==> src/rtl/mem_dump.sv <==
// ---------------------------------------------------------------------------
// mem_dump
//
// Purpose:
//   Readback engine for the CPU data memory. A start pulse latches a base
//   word address and a word count. The engine reads that run of consecutive
//   32-bit words from a synchronous single-port memory read port. It streams
//   each word out MSB-first as four bytes over a valid/ready byte interface.
//   Its intended use is post-run memory inspection through a UART TX or a
//   trace FIFO, while the CPU is held off the data memory read port.
//
// Ports:
//   clock       : single clock, all logic on the rising edge
//   reset       : synchronous, active-high
//   start       : one-cycle request, only honoured while idle
//   base_addr   : first word address, latched on an accepted start
//   word_count  : number of words (0..2047), latched on an accepted start
//   mem_rd      : read strobe to memory (the only qualifier of mem_addr)
//   mem_addr    : word address to memory, holds its value between reads
//   mem_rdata   : read data, valid the cycle after mem_rd
//   out_data    : byte to the sink
//   out_valid   : out_data valid, never withdrawn before the handshake
//   out_ready   : sink accepts a byte when out_valid && out_ready
//   out_last    : marks the final byte of the final word
//   busy        : high while a transfer is in progress
//   done        : one-cycle completion pulse
// ---------------------------------------------------------------------------
module mem_dump #(
  parameter int ADDR_W = 10,
  parameter int DATA_W = 32
) (
  input  logic              clock,
  input  logic              reset,
  input  logic              start,
  input  logic [ADDR_W-1:0] base_addr,
  input  logic [ADDR_W:0]   word_count,
  output logic              mem_rd,
  output logic [ADDR_W-1:0] mem_addr,
  input  logic [DATA_W-1:0] mem_rdata,
  output logic [7:0]        out_data,
  output logic              out_valid,
  input  logic              out_ready,
  output logic              out_last,
  output logic              busy,
  output logic              done
);

  typedef enum logic [2:0] {
    S_IDLE,
    S_READ,
    S_WAIT,
    S_SEND,
    S_DONE
  } state_t;

  localparam logic [ADDR_W-1:0] ADDR_ONE  = {{(ADDR_W-1){1'b0}}, 1'b1};
  localparam logic [ADDR_W:0]   COUNT_ONE = {{ADDR_W{1'b0}}, 1'b1};
  localparam logic [ADDR_W:0]   COUNT_ZERO = '0;

  state_t              r_state;
  logic [ADDR_W-1:0]   r_addr;
  logic [ADDR_W:0]     r_remaining;
  logic [DATA_W-1:0]   r_shift;
  logic [1:0]          r_byteIdx;

  logic [ADDR_W-1:0]   w_addrNext;
  logic [ADDR_W:0]     w_remainingNext;

  // The address counter wraps naturally at 2^ADDR_W, so a word count larger
  // than the memory simply repeats addresses.
  assign w_addrNext      = r_addr + ADDR_ONE;
  assign w_remainingNext = r_remaining - COUNT_ONE;

  // The whole engine is one registered FSM. Every output is a register that
  // is loaded on the transition into the state that owns it. This keeps the
  // outputs glitch-free and lets the first byte appear exactly three cycles
  // after the accepting edge: READ, then WAIT, then the first SEND cycle.
  // The shift register always holds the byte on out_data in its top byte.
  // Each handshake therefore loads out_data from the next byte down, at the
  // same time as the shift. After the fourth handshake the engine either
  // issues the next read directly or finishes.
  always_ff @(posedge clock) begin
    if (reset) begin
      r_state     <= S_IDLE;
      r_addr      <= '0;
      r_remaining <= '0;
      r_shift     <= '0;
      r_byteIdx   <= '0;
      mem_rd      <= 1'b0;
      mem_addr    <= '0;
      out_data    <= '0;
      out_valid   <= 1'b0;
      out_last    <= 1'b0;
      busy        <= 1'b0;
      done        <= 1'b0;
    end else begin
      case (r_state)
        S_IDLE: begin
          if (start) begin
            r_addr      <= base_addr;
            r_remaining <= word_count;
            if (word_count == COUNT_ZERO) begin
              r_state <= S_DONE;
              done    <= 1'b1;
            end else begin
              r_state  <= S_READ;
              mem_rd   <= 1'b1;
              mem_addr <= base_addr;
              busy     <= 1'b1;
            end
          end
        end

        S_READ: begin
          mem_rd  <= 1'b0;
          r_state <= S_WAIT;
        end

        S_WAIT: begin
          r_shift   <= mem_rdata;
          r_byteIdx <= 2'd0;
          out_data  <= mem_rdata[DATA_W-1 -: 8];
          out_valid <= 1'b1;
          out_last  <= 1'b0;
          r_state   <= S_SEND;
        end

        S_SEND: begin
          if (out_ready) begin
            if (r_byteIdx == 2'd3) begin
              r_remaining <= w_remainingNext;
              r_addr      <= w_addrNext;
              out_valid   <= 1'b0;
              out_last    <= 1'b0;
              if (w_remainingNext != COUNT_ZERO) begin
                r_state  <= S_READ;
                mem_rd   <= 1'b1;
                mem_addr <= w_addrNext;
              end else begin
                r_state <= S_DONE;
                busy    <= 1'b0;
                done    <= 1'b1;
              end
            end else begin
              r_shift   <= r_shift << 8;
              out_data  <= r_shift[DATA_W-9 -: 8];
              r_byteIdx <= r_byteIdx + 2'd1;
              out_last  <= (r_byteIdx == 2'd2) && (r_remaining == COUNT_ONE);
            end
          end
        end

        S_DONE: begin
          done    <= 1'b0;
          r_state <= S_IDLE;
        end

        default: begin
          r_state <= S_IDLE;
        end
      endcase
    end
  end

endmodule

==> config.mk <==
export PLATFORM = sky130hd
export DESIGN_NAME = mem_dump
export DESIGN_NICKNAME = d
export VERILOG_FILES = /design/src/rtl/mem_dump.sv
export SDC_FILE = /design/constraint.sdc
export NUM_CORES = 1
export LEC_CHECK = 0
export ABC_AREA = 1
export CAP_MARGIN = 5
export CELL_PAD_IN_SITES_DETAIL_PLACEMENT = 0
export CELL_PAD_IN_SITES_GLOBAL_PLACEMENT = 1
export CORE_UTILIZATION = 30
export DETAILED_ROUTE_END_ITERATION = 10
export PLACE_DENSITY_LB_ADDON = 0.1
export SETUP_SLACK_MARGIN = 0.15
export SKIP_CTS_REPAIR_TIMING = 1
export SKIP_LAST_GASP = 1
export SYNTH_ARGS = -nofsm -noshare
export SYNTH_HDL_FRONTEND = slang
export SYNTH_SLANG_ARGS = --single-unit
==> constraint.sdc <==
create_clock -name clock -period 2.26 [get_ports clock]
set_input_delay 0.452 -clock clock [delete_from_list [all_inputs] [get_ports clock]]
set_output_delay 0.452 -clock clock [all_outputs]
set_load 0.02 [all_outputs]
==> results_tabular.tex <==
\begin{tabular}{lr}
\hline
Metric & Value \\
\hline
\multicolumn{2}{l}{\textbf{Outcome}} \\
\quad Outcome & complete, but fails checks \\
\quad Violations in the final reports & DRC \\
\multicolumn{2}{l}{\textbf{Logic synthesis}} \\
\quad Main synth FF type & dfxtp\_1 \\
\quad Flop and latch count out of synthesis & 73 \\
\quad Cell area after synthesis & between 3000 and 4000 um\^{}2 \\
\quad Fraction of the yosys area taken by sequential cells & 40.28\% \\
\quad Synth Net Count & 571 \\
\quad Mean cell area of the mapped netlist & about 7.1 um\^{}2 \\
\quad Cells after synthesis & $\sim$510 \\
\quad Area share of the leading cell type in the synthesized netlist & 40.28\% \\
\quad Post-synth top area cell & dfxtp\_1 \\
\quad Dominant cells by area after synthesis & dfxtp\_1, nand2\_1, o21ai\_0 \\
\quad Synth warn & 0 \\
\quad Number of flops mapped to enable cells by yosys & 0 \\
\quad Asr flop ratio synth & 0\% \\
\quad Count of distinct cell types in the synthesized netlist & 34 \\
\multicolumn{2}{l}{\textbf{Setup path}} \\
\quad WP data arrival & 2110 ps \\
\quad Crit-path cells & inv\_2, ha\_4, xnor2\_2, nand2\_1, nor2\_1, nand2\_1, nor2\_4, nand3\_2, nand2\_4, nand2\_8, a21oi\_1, nor2\_1 \\
\quad Largest driver fanout on the critical path & 20 \\
\quad CP max-delay cell & dfxtp\_1 \\
\quad Critical path buffers and inverters & 1 \\
\quad Endpoint type of the worst setup path & register \\
\quad Endpoint of the most critical register-to-register path & mem\_addr[3] \\
\quad Critical Setup Path Class & register to register \\
\quad Required time at the worst-slack endpoint & $\sim$2500 ps \\
\quad Family of cells with the greatest summed delay on the critical path & simple AND/OR/NAND/NOR gates \\
\quad Slowest stage delay, CP & 360 ps \\
\quad Critical path launch point type & register \\
\quad Worst r2r path cells & 12 \\
\quad FF-to-FF setup slack & around 360 ps \\
\quad Launching point of the worst reg2reg path & r\_remaining[0] \\
\multicolumn{2}{l}{\textbf{Clock network}} \\
\quad Clock buffer depth & 2 \\
\quad \# H-tree levels & 3 \\
\quad CTS clock-pin slew for the worst setup and hold paths & around 60 ps \\
\quad Clock network latency to the later pin of the worst-skew pair & around 320 ps \\
\quad Number of CTS-inserted buffers & 9 \\
\quad Clock tree from TritonCTS & done \\
\quad CTS root buf & clkbuf\_16 \\
\quad \# clock sinks & 73 \\
\multicolumn{2}{l}{\textbf{Cells and area}} \\
\quad Area of the multi-input gates & $\sim$2000 um\^{}2 \\
\quad Finished Core Util & between 40\% and 50\% \\
\quad Fraction of final layout cells with drive strength greater than 1 & between 10\% and 20\% \\
\quad Net count, final & 645 \\
\quad Layout fillers & approximately 1200 \\
\quad Layout area overhead & 36.52\% \\
\quad Antenna diode instance count & 0 \\
\quad FF+latch area & between 1000 and 1500 um\^{}2 \\
\multicolumn{2}{l}{\textbf{Global routing}} \\
\quad Initial antenna violation count & 0 \\
\quad Global-route wire length before repair & about 17000 um \\
\quad Total track usage & between 10\% and 20\% \\
\quad Pin count of the biggest net entering global routing & 54 \\
\quad Total congestion overflow & 0 \\
\quad Number of global-route vias before repair & around 3500 \\
\multicolumn{2}{l}{\textbf{STA}} \\
\quad Final period util & between 80\% and 90\% \\
\quad Max transition margin & between 50\% and 60\% \\
\quad Unrepaired setup endpoints after global routing & no \\
\quad Final-report max-slew violation count & 0 \\
\quad Slew at the pin with the worst max-slew slack & $\sim$600 ps \\
\quad Final hold violations & 0 \\
\quad Aggregate negative setup slack & 0 ps \\
\quad Skew final & 7.957 ps \\
\quad Highest achievable clock rate & 527.2 MHz \\
\quad Period minus WS final & about 1900 ps \\
\quad Final setup violation count & 0 \\
\multicolumn{2}{l}{\textbf{Place}} \\
\quad Port buffer count & between 70 and 80 \\
\quad Final weighted congestion in routability-driven placement & 0.7887 \\
\quad Detailed placer's ending HPWL & 7239 um \\
\multicolumn{2}{l}{\textbf{Die}} \\
\quad Initial Util & a little under a third \\
\quad Die H & 112.0 um \\
\quad Area of the die & approximately 13000 um\^{}2 \\
\quad Core box area & about 12000 um\^{}2 \\
\quad Die width & between 100 and 150 um \\
\quad Cell Rows & 39 \\
\quad Top-level port count & 80 \\
\multicolumn{2}{l}{\textbf{Detailed routing}} \\
\quad Total Routed Length & roughly 10000 um \\
\quad First-pass detailed-route iteration total & 7 \\
\quad DRC violations left & 3 \\
\quad Number of vias per cell after detailed routing & between 4 and 5 \\
\quad Antenna-violating nets left & 0 \\
\quad Via count of the routed design & 3595 \\
\quad Detail-routed net length per standard cell & approximately 14 um \\
\quad Initial DRC count & between 200 and 250 \\
\multicolumn{2}{l}{\textbf{Power and ir drop}} \\
\quad Ratio of total power to cell area & around 1400 nW/um\^{}2 \\
\quad Overall power consumption & just over 7000 uW \\
\quad Worst IR drop on VDD & roughly 540 uV \\
\quad Cell leakage power & between 0.0015 and 0.002 uW \\
\multicolumn{2}{l}{\textbf{Worst hold path}} \\
\quad Hold/Removal Path Class & register to register \\
\quad Worst hold stages & 2 \\
\quad Worst hold start & mem\_rd \\
\quad Hold Path Sink & mem\_rd \\
\multicolumn{2}{l}{\textbf{Run}} \\
\quad Max-cap violations & 0 \\
\hline
\end{tabular}
[layout make-up]
cell class                 instances  share of cell area [%]
sequential                        73                   29.50
multi-input combinational        378                   39.35
timing repair buffer              92                   18.69
clock inverter                     7                   2.046
tap                              143                   3.612
inverter                          29                   2.248
clock buffer                       9                   4.547
[metal layers]
metal	GRT usage [%]	vias up	routed length (um)
met5	0	-	0
met4	3.200	0	46
met3	3.593	2	411
met2	27.45	62	4682
met1	24.03	1661	5186
li1	-	1870	-
[report_power, final]
| part | switching (uW) | internal, uW | total, uW |
|---|---|---|---|
| combinational | 2060 | 1340 | 3400 |
| sequential | 374 | 1820 | 2190 |
| clock | 577 | 976 | 1550 |
| total | 3010 | 4140 | 7140 |
[worst max-delay path by stage]
| stage | startpoint | slack (ps) | cells after the start | to |
|---|---|---|---|---|
| final | r_remaining[0] | 360 | 12 | mem_addr[3] |
| after global routing | r_addr[0] | 160 | 10 | mem_addr[8] |
| after CTS | r_remaining[0] | 160 | 12 | mem_addr[8] |
| after detailed placement | word_count[4] | -100 | 8 | mem_addr[8] |
| after global placement | word_count[4] | 10 | 8 | mem_addr[8] |
| after floorplan | r_remaining[0] | 450 | 13 | mem_addr[0] |
[state kept, by name, indices dropped and copies added (netlist names)]
name / flops
r_byteIdx: 2
r_remaining: 11
out_last: 1
mem_rd: 1
r_shift: 24
out_valid: 1
done: 1
out_data: 8
r_addr: 10
mem_addr: 10
r_state: 3
busy: 1
[cell usage in the layout, fill, tap and decap left out, types with 2 or more instances in the layout]
master and instances:
nor2_1 36, nand3_1 25, inv_6 2, nand2_1 128, clkinvlp_4 2, a221oi_1 3, nand3_2 4, bufinv_16 2
a31oi_1 26, xnor2_1 2, a21oi_1 52, nor2_2 3, nor2_4 4, nand2_2 4, nand4_1 5, nor3_1 4
clkbuf_16 9, clkdlybuf4s50_1 79, inv_1 21, inv_2 4, o21ai_1 2, buf_12 3, dfxtp_1 73, or2_2 2
clkinv_1 3, o21ai_0 56, ha_1 4, buf_4 10, a211oi_1 4, nand2_4 3
[stage by stage]
stage	cells	setup WS (ps)	hold WS, ps	instance area, um^2
detailed placement	714	-102.9	455.8	4579
floorplan	509	454.0	441.0	3628
finish	731	363.1	458.8	4954
CTS	730	155.1	465.2	4906
global placement	714	10.37	450.0	4579
global route	731	157.5	478.2	4954
[logic make-up (layout without fill, tap and decap cells)]
family | after synthesis | in the layout | share of synthesized area [%]
simple gates | 223 | 223 | 27.62
mux | 1 | 1 | 0.2759
compound gates | 145 | 145 | 21.55
fa+ha+maj | 5 | 5 | 1.724
flops | 73 | 73 | 40.28
buf+inv | 58 | 137 | 7.586
xor+xnor | 4 | 4 | 0.9657
[worst register-to-register path, cell delays in order (launching register included)]
cell     delay [ps]
dfxtp_1         360
inv_2           100
ha_4            200
xnor2_2         140
nand2_1          70
nor2_1          100
nand2_1         110
nor2_4          150
nand3_2         100
nand2_4         120
nand2_8         120
a21oi_1         160
nor2_1           60
[synth_stat cells, types with 2 or more instances]
cell and instances:
a211oi_1 4, a21oi_1 53, a221oi_1 3, a31oi_1 26
buf_2 5, buf_6 6, clkbuf_1 17, clkinv_1 3
dfxtp_1 73, ha_1 5, inv_1 22, inv_2 3
nand2_1 128, nand2_2 4, nand2_4 4, nand3_1 25
nand3_2 4, nand4_1 5, nor2_1 36, nor2_2 4
nor2_4 3, nor3_1 4, nor4_1 2, o21ai_0 57
or2_2 2, xnor2_1 3
Power figures use the tool's default switching activity.
